[src/rtl/axi_lite_slave_regfile.sv]
`default_nettype none
// ============================================================================
//  Module   : axi_lite_slave_regfile
//  Brief    : AXI-Lite responder holding REG_NUM word registers. Register 0
//             is a read-only ID; register 1 is exported as a live control
//             output. Single-beat accesses only; malformed or out-of-range
//             accesses answer SLVERR and leave the bank untouched.
//  Revision : 1.0 - initial release
// ============================================================================
module axi_lite_slave_regfile #(
  parameter int                    ADDR_WIDTH = 32,
  parameter int                    DATA_WIDTH = 32,
  parameter int                    REG_NUM    = 16,
  parameter logic [ADDR_WIDTH-1:0] BASE_ADDR  = '0,
  parameter logic [DATA_WIDTH-1:0] ID_VALUE   = 'hA5A5_0001
) (
  input  logic                  ACLK,
  input  logic                  ARESETn,
  // write address channel
  input  logic [ADDR_WIDTH-1:0] AW_ADDR,
  input  logic [7:0]            AW_LEN,
  input  logic [2:0]            AW_SIZE,
  input  logic [1:0]            AW_BURST,
  input  logic                  AW_VALID,
  output logic                  AW_READY,
  // write data channel
  input  logic [DATA_WIDTH-1:0] W_DATA,
  input  logic                  W_LAST,
  input  logic                  W_VALID,
  output logic                  W_READY,
  // write response channel
  output logic [1:0]            B_RESP,
  output logic                  B_VALID,
  input  logic                  B_READY,
  // read address channel
  input  logic [ADDR_WIDTH-1:0] AR_ADDR,
  input  logic [7:0]            AR_LEN,
  input  logic [2:0]            AR_SIZE,
  input  logic [1:0]            AR_BURST,
  input  logic                  AR_VALID,
  output logic                  AR_READY,
  // read data channel
  output logic [DATA_WIDTH-1:0] R_DATA,
  output logic [1:0]            R_RESP,
  output logic                  R_LAST,
  output logic                  R_VALID,
  input  logic                  R_READY,
  // control output
  output logic [DATA_WIDTH-1:0] REG1_OUT
);

  localparam int         IDX_W       = (REG_NUM > 1) ? $clog2(REG_NUM) : 1;
  localparam logic [1:0] RESP_OKAY   = 2'b00;
  localparam logic [1:0] RESP_SLVERR = 2'b10;
  localparam logic [2:0] SIZE_WORD   = 3'b010;

  localparam logic [0:0] WS_ACCEPT = 1'b0;
  localparam logic [0:0] WS_RESP   = 1'b1;
  localparam logic [0:0] RS_ACCEPT = 1'b0;
  localparam logic [0:0] RS_DATA   = 1'b1;

  // ---------------------------------------------------------------- write side
  logic [0:0]            r_wstate;
  logic                  r_aw_ready;
  logic                  r_w_ready;
  logic                  r_aw_done;
  logic                  r_w_done;
  logic [ADDR_WIDTH-1:0] r_aw_addr;
  logic [7:0]            r_aw_len;
  logic [2:0]            r_aw_size;
  logic [DATA_WIDTH-1:0] r_w_data;
  logic                  r_b_valid;
  logic [1:0]            r_b_resp;

  logic                  w_aw_hs;
  logic                  w_w_hs;
  logic                  w_aw_have;
  logic                  w_w_have;
  logic                  w_wr_fire;
  logic                  w_wr_commit;
  logic [ADDR_WIDTH-1:0] w_aw_addr;
  logic [7:0]            w_aw_len;
  logic [2:0]            w_aw_size;
  logic [DATA_WIDTH-1:0] w_wdata;
  logic [ADDR_WIDTH-1:0] w_aw_off;
  logic                  w_aw_err;
  logic [IDX_W-1:0]      w_aw_idx;
  logic                  w_wr_err;

  // ----------------------------------------------------------------- read side
  logic [0:0]            r_rstate;
  logic                  r_ar_ready;
  logic                  r_r_valid;
  logic                  r_r_last;
  logic [1:0]            r_r_resp;
  logic [DATA_WIDTH-1:0] r_r_data;

  logic                  w_ar_hs;
  logic [ADDR_WIDTH-1:0] w_ar_off;
  logic                  w_ar_err;
  logic [IDX_W-1:0]      w_ar_idx;

  // Register bank as seen by readers; entry 0 is the constant ID
  logic [DATA_WIDTH-1:0] w_reg_view [REG_NUM];

  // Burst type and W_LAST carry no information for single-beat accesses
  logic                  w_unused_ok;
  assign w_unused_ok = ^{AW_BURST, AR_BURST, W_LAST};

  // Handshakes; a channel's own ready is only ever high in its accept state
  assign w_aw_hs = AW_VALID & r_aw_ready;
  assign w_w_hs  = W_VALID  & r_w_ready;
  assign w_ar_hs = AR_VALID & r_ar_ready;

  // A channel counts as present either from an earlier latch or this cycle
  assign w_aw_have = r_aw_done | w_aw_hs;
  assign w_w_have  = r_w_done  | w_w_hs;
  assign w_aw_addr = w_aw_hs ? AW_ADDR : r_aw_addr;
  assign w_aw_len  = w_aw_hs ? AW_LEN  : r_aw_len;
  assign w_aw_size = w_aw_hs ? AW_SIZE : r_aw_size;
  assign w_wdata   = w_w_hs  ? W_DATA  : r_w_data;

  // Write decode: offset relative to the bank base; a wrap below the base
  // produces a huge index and is rejected by the range check
  assign w_aw_off  = w_aw_addr - BASE_ADDR;
  assign w_aw_err  = (w_aw_addr[1:0] != 2'b00)
                   | ((w_aw_off >> 2) >= ADDR_WIDTH'(REG_NUM))
                   | (w_aw_len != 8'd0)
                   | (w_aw_size != SIZE_WORD);
  assign w_aw_idx  = w_aw_off[IDX_W+1:2];
  assign w_wr_err  = w_aw_err | (w_aw_idx == '0);

  assign w_wr_fire   = (r_wstate == WS_ACCEPT) & w_aw_have & w_w_have;
  assign w_wr_commit = w_wr_fire & ~w_wr_err;

  // Read decode, taken straight from the AR inputs in the handshake cycle
  assign w_ar_off = AR_ADDR - BASE_ADDR;
  assign w_ar_err = (AR_ADDR[1:0] != 2'b00)
                  | ((w_ar_off >> 2) >= ADDR_WIDTH'(REG_NUM))
                  | (AR_LEN != 8'd0)
                  | (AR_SIZE != SIZE_WORD);
  assign w_ar_idx = w_ar_off[IDX_W+1:2];

  assign w_reg_view[0] = ID_VALUE;

  for (genvar gi = 1; gi < REG_NUM; gi++) begin : g_regs
    logic [DATA_WIDTH-1:0] r_q;

    // Writable register: loads on the commit edge of an OKAY write
    always_ff @(posedge ACLK or negedge ARESETn) begin
      if (!ARESETn) begin
        r_q <= '0;
      end else if (w_wr_commit && (w_aw_idx == IDX_W'(gi))) begin
        r_q <= w_wdata;
      end
    end

    assign w_reg_view[gi] = r_q;
  end

  // Write FSM: collect AW and W independently, then answer on B
  always_ff @(posedge ACLK or negedge ARESETn) begin
    if (!ARESETn) begin
      r_wstate   <= WS_ACCEPT;
      r_aw_ready <= 1'b0;
      r_w_ready  <= 1'b0;
      r_aw_done  <= 1'b0;
      r_w_done   <= 1'b0;
      r_aw_addr  <= '0;
      r_aw_len   <= '0;
      r_aw_size  <= '0;
      r_w_data   <= '0;
      r_b_valid  <= 1'b0;
      r_b_resp   <= RESP_OKAY;
    end else begin
      case (r_wstate)
        WS_ACCEPT: begin
          if (w_aw_hs) begin
            r_aw_addr <= AW_ADDR;
            r_aw_len  <= AW_LEN;
            r_aw_size <= AW_SIZE;
            r_aw_done <= 1'b1;
          end
          if (w_w_hs) begin
            r_w_data <= W_DATA;
            r_w_done <= 1'b1;
          end
          if (w_wr_fire) begin
            r_aw_ready <= 1'b0;
            r_w_ready  <= 1'b0;
            r_b_valid  <= 1'b1;
            r_b_resp   <= w_wr_err ? RESP_SLVERR : RESP_OKAY;
            r_wstate   <= WS_RESP;
          end else begin
            // also raises both readies on the first edge after reset
            r_aw_ready <= ~w_aw_have;
            r_w_ready  <= ~w_w_have;
          end
        end
        WS_RESP: begin
          if (B_READY) begin
            r_b_valid  <= 1'b0;
            r_b_resp   <= RESP_OKAY;
            r_aw_done  <= 1'b0;
            r_w_done   <= 1'b0;
            r_aw_ready <= 1'b1;
            r_w_ready  <= 1'b1;
            r_wstate   <= WS_ACCEPT;
          end
        end
        default: r_wstate <= WS_ACCEPT;
      endcase
    end
  end

  // Read FSM: sample the bank in the AR handshake cycle, hold until taken
  always_ff @(posedge ACLK or negedge ARESETn) begin
    if (!ARESETn) begin
      r_rstate   <= RS_ACCEPT;
      r_ar_ready <= 1'b0;
      r_r_valid  <= 1'b0;
      r_r_last   <= 1'b0;
      r_r_resp   <= RESP_OKAY;
      r_r_data   <= '0;
    end else begin
      case (r_rstate)
        RS_ACCEPT: begin
          if (w_ar_hs) begin
            r_ar_ready <= 1'b0;
            r_r_valid  <= 1'b1;
            r_r_last   <= 1'b1;
            r_r_resp   <= w_ar_err ? RESP_SLVERR : RESP_OKAY;
            r_r_data   <= w_ar_err ? '0 : w_reg_view[w_ar_idx];
            r_rstate   <= RS_DATA;
          end else begin
            r_ar_ready <= 1'b1;
          end
        end
        RS_DATA: begin
          if (R_READY) begin
            r_r_valid  <= 1'b0;
            r_r_last   <= 1'b0;
            r_ar_ready <= 1'b1;
            r_rstate   <= RS_ACCEPT;
          end
        end
        default: r_rstate <= RS_ACCEPT;
      endcase
    end
  end

  assign AW_READY = r_aw_ready;
  assign W_READY  = r_w_ready;
  assign B_VALID  = r_b_valid;
  assign B_RESP   = r_b_resp;
  assign AR_READY = r_ar_ready;
  assign R_VALID  = r_r_valid;
  assign R_LAST   = r_r_last;
  assign R_RESP   = r_r_resp;
  assign R_DATA   = r_r_data;
  assign REG1_OUT = w_reg_view[1];

endmodule
`default_nettype wire

[config.mk]
export PLATFORM = sky130hd
export DESIGN_NAME = axi_lite_slave_regfile
export DESIGN_NICKNAME = d
export VERILOG_FILES = /design/src/rtl/axi_lite_slave_regfile.sv
export SDC_FILE = /design/constraint.sdc
export NUM_CORES = 1
export LEC_CHECK = 0
export BUFFER_PORTS_ARGS = -buffer_cell sky130_fd_sc_hd__buf_2
export CAP_MARGIN = 25
export CORE_MARGIN = 2
export CORE_UTILIZATION = 59
export DETAILED_ROUTE_END_ITERATION = 10
export PLACE_DENSITY_LB_ADDON = 0.3
export SYNTH_ARGS = -nofsm -noshare
export SYNTH_HDL_FRONTEND = slang
export SYNTH_SLANG_ARGS = --single-unit
[constraint.sdc]
create_clock -name ACLK -period 3.4 [get_ports ACLK]
set_clock_uncertainty 0.15 [all_clocks]
set_input_delay 0.17 -clock ACLK [delete_from_list [all_inputs] [get_ports ACLK]]
set_output_delay 0.17 -clock ACLK [all_outputs]
set_load 0.02 [all_outputs]
==> results of run 1 <==
==> cell families (layout without fill, tap and decap cells) <==
group           after synthesis  after routing
compound gates               86             86
buf+inv                     146            436
flops                       598            598
mux                         749            749
other cells                   1              4
simple gates                112            112
==> state kept, by name, indices dropped and copies added (netlist names), 3 cells and up <==
| register | flops |
|---|---|
| REG1_OUT | 32 |
| R_DATA | 32 |
| g_regs.r_q | 448 |
| r_aw_addr | 32 |
| r_aw_len | 8 |
| r_aw_size | 3 |
| r_w_data | 32 |
==> final timing paths <==
check	startpoint	to	cells after the start
max	AW_READY	g_regs[4].r_q[15]	6
min	W_DATA[16]	g_regs[14].r_q[16]	3
max reg2reg	AW_READY	g_regs[4].r_q[15]	6
min reg2reg	g_regs[14].r_q[27]	g_regs[14].r_q[27]	1
max in group asynchronous	ARESETn	r_w_data[31]	3
min in group asynchronous	ARESETn	r_w_data[6]	2
==> final cells by class <==
type	instances	area (µm²)	share of cell area
inverter	3	11.3	0.000357
timing repair buffer	324	2430	0.0769
clock inverter	16	155	0.00491
antenna	2	5.00	0.000159
multi-input combinational	949	11400	0.361
tap	600	751	0.0238
clock buffer	93	1860	0.0588
sequential	598	15000	0.474
==> per-stage QoR <==
step / total power, mW / hold slack (ps) / cells / cell area (µm²) / utilization
2_1_floorplan: 10.0 / -276 / 1693 / 27100 / -
3_3_place_gp: 10.9 / 138 / 2409 / 28900 / 0.637
3_5_place_dp: 11.0 / 157 / 2409 / 28900 / 0.637
4_1_cts: 17.8 / 4.44 / 2583 / 31600 / 0.696
5_1_grt: 18.4 / 43.8 / 2584 / 31600 / 0.696
6_report: 17.7 / 25.7 / 2585 / 31600 / 0.696
==> layer usage <==
metal,share of wire,routed length [µm],GRT usage,vias to the layer above
met1,0.42,27500,0.382,8603
met4,0.028,1810,0.0939,0
met3,0.048,3100,0.0397,130
met2,0.50,32700,0.467,464
met5,0,0,0,-
li1,-,-,-,6845
==> where the power goes <==
part	internal, mW	switching [mW]
registers	7.65	0.320
clock network	3.95	2.73
logic	1.16	1.90
total	12.8	4.95
==> worst min-delay path, delay by kind of cell <==
kind	cells	cell delay, ps
buf+inv	1	80
mux	2	500
==> placed cells by master, fill, tap and decap left out, types with 13 or more instances in the layout <==
master and instances:
nor2_1 16, mux2_1 47, mux4_2 128, nand2_1 23, buf_4 39, nor4_4 15
dlygate4sd3_1 65, clkbuf_8 21, buf_2 193, nor4_1 23, buf_12 24, a22o_1 55
mux2_2 564, clkbuf_16 61, dfrtp_1 597, clkinv_2 13
==> flow_metrics.tcl, run 1 <==
set metrics [dict create \
    status "finished clean" \
    yosys.area_share.simple 0.0289 \
    nets 2065 \
    cp-start-kind "register" \
    io_buffers 196 \
    synth_compound_area_frac 0.0250 \
    cts_hold_buf 65 \
    synthXorXnorAreaFrac 0 \
    yosys.area.top_type_share 0.552 \
    hp-class "input pin to register" \
    post_cts_buffers 0 \
    ys.flop_type "dfrtp_1" \
    finalCritPeriodShare 0.907 \
    netlist_instances 1692 \
    rows 78 \
    crit_family "simple AND/OR/NAND/NOR gates" \
    fin_ws_ps 316 \
    place_hpwl_mm 37.3 \
    synth_edf_count 0 \
    core-area_um2 45400 \
    via_count 16042 \
    yosysTopAreaCell "dfrtp_1" \
    via_per_inst 6.21 \
    crit_type "register to register" \
    start_util 0.597 \
    critPathBufInv 1 \
    synth_area_um2 27100 \
    h-tree-depth 2 \
    p_per_area_nw_per_um2 561 \
    synth-seq-area-share 0.552 \
    die_x_um 218 \
    die_area_um2 47700 \
    cp.required_ps 3740 \
    drt-initial-drc-count 1034 \
    postSynthAreaPerCell_um2 16.0 \
    ant_nets 0 \
    max_slew_margin 0.420 \
    ir_worst_vdd_mv 0.478 \
    cts_buffers 59 \
    synth-seq-cells 598 \
    place_ws_ps 341 \
    place_congestion 0.799 \
    drc_errors 0 \
    n_fill_cell 2929 \
    drive_above_1_share 0.540 \
    post-route-min-period_ps 3080 \
    max_stage_delay_ps 570 \
    path_cells "and2_1 > mux2i_1 > a211o_4 > nor4_4 > buf_4 > mux2_2" \
    cap_viol_max_count 0 \
    cts_tree "done" \
    hold_viol_final 0 \
    slew_violations 0 \
    track_usage 0.280 \
    async_reset_ff_frac 1.00 \
    totalWireLength_mm 65.1 \
    grt_pass1_vias 17225 \
    drtPass1Iterations 4 \
    grt_max_degree 109 \
    worstMarginPinSlew_ps 871 \
    avgRoutedWirePerCell_um 25.2 \
    reg2reg_slack_ps 320 \
    muxShareOfSynthArea 0.364 \
    die_h_um 218 \
    cp-end-kind "register" \
    overflow 0 \
    setup_viol 0 \
    grt_first_pass_wirelength_mm 101 \
    post_cts_resized 0 \
    root_buffer "clkbuf_16" \
    synth_top_family_by_area "multiplexers" \
    yosys-top-cells-area "dfrtp_1, mux2_2, mux4_2" \
    yosysMostFrequentCell "dfrtp_1" \
    antenna_found_initial 1 \
    critical_path_arrival_ps 3430 \
    synth_warnings 0 \
    synthAdderAreaFrac 0 \
    clock-sinks 598 \
    p_leak_nw 15.4 \
    fmax_mhz 324 \
    clkLatencyLatePin_ps 620 \
    clk_pin_slew_ps 60 \
    clock_path_buffers 3 \
    ioPinCount 204 \
    final.setup.tns_ps 0 \
    synth_top_cells_by_count "dfrtp_1, mux2_2, mux4_2, a22o_1" \
    areaGrowthSynthToFinish_pct 16.5 \
    crit_path_top_delay_cell "dfrtp_1" \
    rsz0062_at_grt "no" \
    ys_types 37 \
    crit_path_max_fanout 19 \
]
(Power assumes the default switching activity.)
==> run 2: changes to the inputs <==
clock period = 3.2 ns   (was 3.4 ns; I/O delays follow)
==> run 2 against run 1 <==
Net effect:
- global-route usage increased by 0.57 points
- wire length grew 0.31%
- worst hold slack better by 3.7 ps
- sequential share of layout area fell by 0.35 points
- combinational power is 7.8% higher
- sequential power grew 6.4%
- core utilization grew 0.51 points
- critical path type unchanged
- critical endpoint is now g_regs[3].r_q[13]
==> flow_metrics.tcl, run 2 (synthesis gave the netlist of run 1 again) <==
set metrics [dict create \
    finalCritPeriodShare 0.994 \
    antenna_found_initial 3 \
    hp-class "input pin to register" \
    crit_type "register to register" \
    cts_buffers 60 \
    n_fill_cell 2938 \
    overflow 0 \
    h-tree-depth 2 \
    die_area_um2 47700 \
    drc_errors 0 \
    place_hpwl_mm 37.0 \
    cts_tree "done" \
    rsz0062_at_grt "no" \
    via_per_inst 6.15 \
    critPathBufInv 1 \
    core-area_um2 45400 \
    post-route-min-period_ps 3180 \
    grt_pass1_vias 17471 \
    final_common_cell "dfrtp_1" \
    ioPinCount 204 \
    p_per_area_nw_per_um2 600 \
    slew_violations 0 \
    ant_nets 0 \
    areaGrowthSynthToFinish_pct 17.4 \
    crit_path_top_delay_cell "mux2_2" \
    cp-end-kind "register" \
    setup_viol 0 \
    die_x_um 218 \
    fin_total_pwr_mw 19.1 \
    drive_above_1_share 0.537 \
    crit_family "simple AND/OR/NAND/NOR gates" \
    cpMostUsedCell "mux2_2" \
    final.setup.tns_ps 0 \
    place_congestion 0.770 \
    start_util 0.597 \
    worstMarginPinSlew_ps 844 \
    clock-sinks 598 \
    root_buffer "clkbuf_16" \
    cp-start-kind "register" \
    p_leak_nw 15.5 \
    largest_reg_flops 448 \
    post_cts_resized 0 \
    place_ws_ps 233 \
    clk_pin_slew_ps 70 \
    fin_ws_ps 19.4 \
    rows 78 \
    io_buffers 196 \
    grt_max_degree 105 \
    drtPass1Iterations 5 \
    status "finished clean" \
    cts_hold_buf 77 \
    post_cts_buffers 0 \
    mostFrequentLayoutCells "dfrtp_1, mux2_2, buf_2" \
    die_h_um 218 \
    drt-initial-drc-count 1045 \
    post-place-cells 2402 \
    fmax_mhz 314 \
    nets 2071 \
    cap_viol_max_count 0 \
    max_slew_margin 0.437 \
    hold_viol_final 0 \
    clkLatencyLatePin_ps 630 \
    track_usage 0.286 \
    avgRoutedWirePerCell_um 25.2 \
    grt_first_pass_wirelength_mm 103 \
    path_cells "nor4_1 > nand4_1 > mux2_2 > nor4_4 > buf_4 > mux2_2" \
    totalWireLength_mm 65.3 \
    max_stage_delay_ps 600 \
    ir_worst_vdd_mv 0.579 \
    cp.required_ps 3550 \
    regMostFlops "g_regs.r_q" \
    final_cells 2596 \
    crit_path_max_fanout 16 \
    via_count 15962 \
    clock_path_buffers 3 \
    critical_path_arrival_ps 3530 \
]
[run 2: changes by cell type in the layout (fill, tap and decap cells not counted), sizes merged]
cell / delta
dlygate4sd3: +11
inv: +3
buf: -6
clkbuf: +1
bufinv: +1
diode: +1
[run 2: final timing paths]
path                               start            endpoint  slack (ps)  depth (start not counted)
max                        r_aw_addr[10]   g_regs[3].r_q[13]          20                          6
min                           W_DATA[14]  g_regs[14].r_q[14]          30                          3
max reg2reg                r_aw_addr[10]   g_regs[3].r_q[13]          20                          6
min reg2reg                     r_rstate            AR_READY         330                          1
max in group asynchronous        ARESETn   g_regs[14].r_q[0]        2180                          3
min in group asynchronous        ARESETn        r_aw_addr[1]          80                          3
[run 2: metal layers]
metal  wire length [µm]  part of all wire  global-route usage
met1              27600              0.42               0.387
met2              32900              0.50               0.481
met3               2920             0.045              0.0388
met4               1860             0.028              0.0964
met5                  0                 0                   0
[run 2: metrics by stage]
| stage | util | instance area (µm²) | hold WS, ps |
|---|---|---|---|
| after floorplan | - | 27100 | -286 |
| after global placement | 0.637 | 28900 | -44.5 |
| after detailed placement | 0.637 | 28900 | -36.9 |
| after CTS | 0.701 | 31800 | 2.76 |
| after global routing | 0.701 | 31800 | 51.2 |
| final | 0.701 | 31800 | 29.4 |
[run 2: worst reg2reg max path, cell delays in order, from the launching register on]
cell and delay, ps:
dfrtp_1 410, nor4_1 440, nand4_1 200, mux2_2 600
nor4_4 490, buf_4 360, mux2_2 410
[run 2: layout make-up]
| class | count | area (µm²) | share of cell area |
|---|---|---|---|
| antenna | 3 | 7.51 | 0.000236 |
| multi-input combinational | 949 | 11400 | 0.358 |
| clock buffer | 94 | 1870 | 0.0588 |
| clock inverter | 20 | 211 | 0.00665 |
| timing repair buffer | 329 | 2590 | 0.0814 |
| tap | 600 | 751 | 0.0236 |
| inverter | 3 | 11.3 | 0.000354 |
| sequential | 598 | 15000 | 0.471 |
[run 2: power breakdown]
group | switching [mW] | internal (mW)
Clock | 2.97 | 4.33
Sequential | 0.354 | 8.12
Combinational | 2.05 | 1.25
Total | 5.38 | 13.7
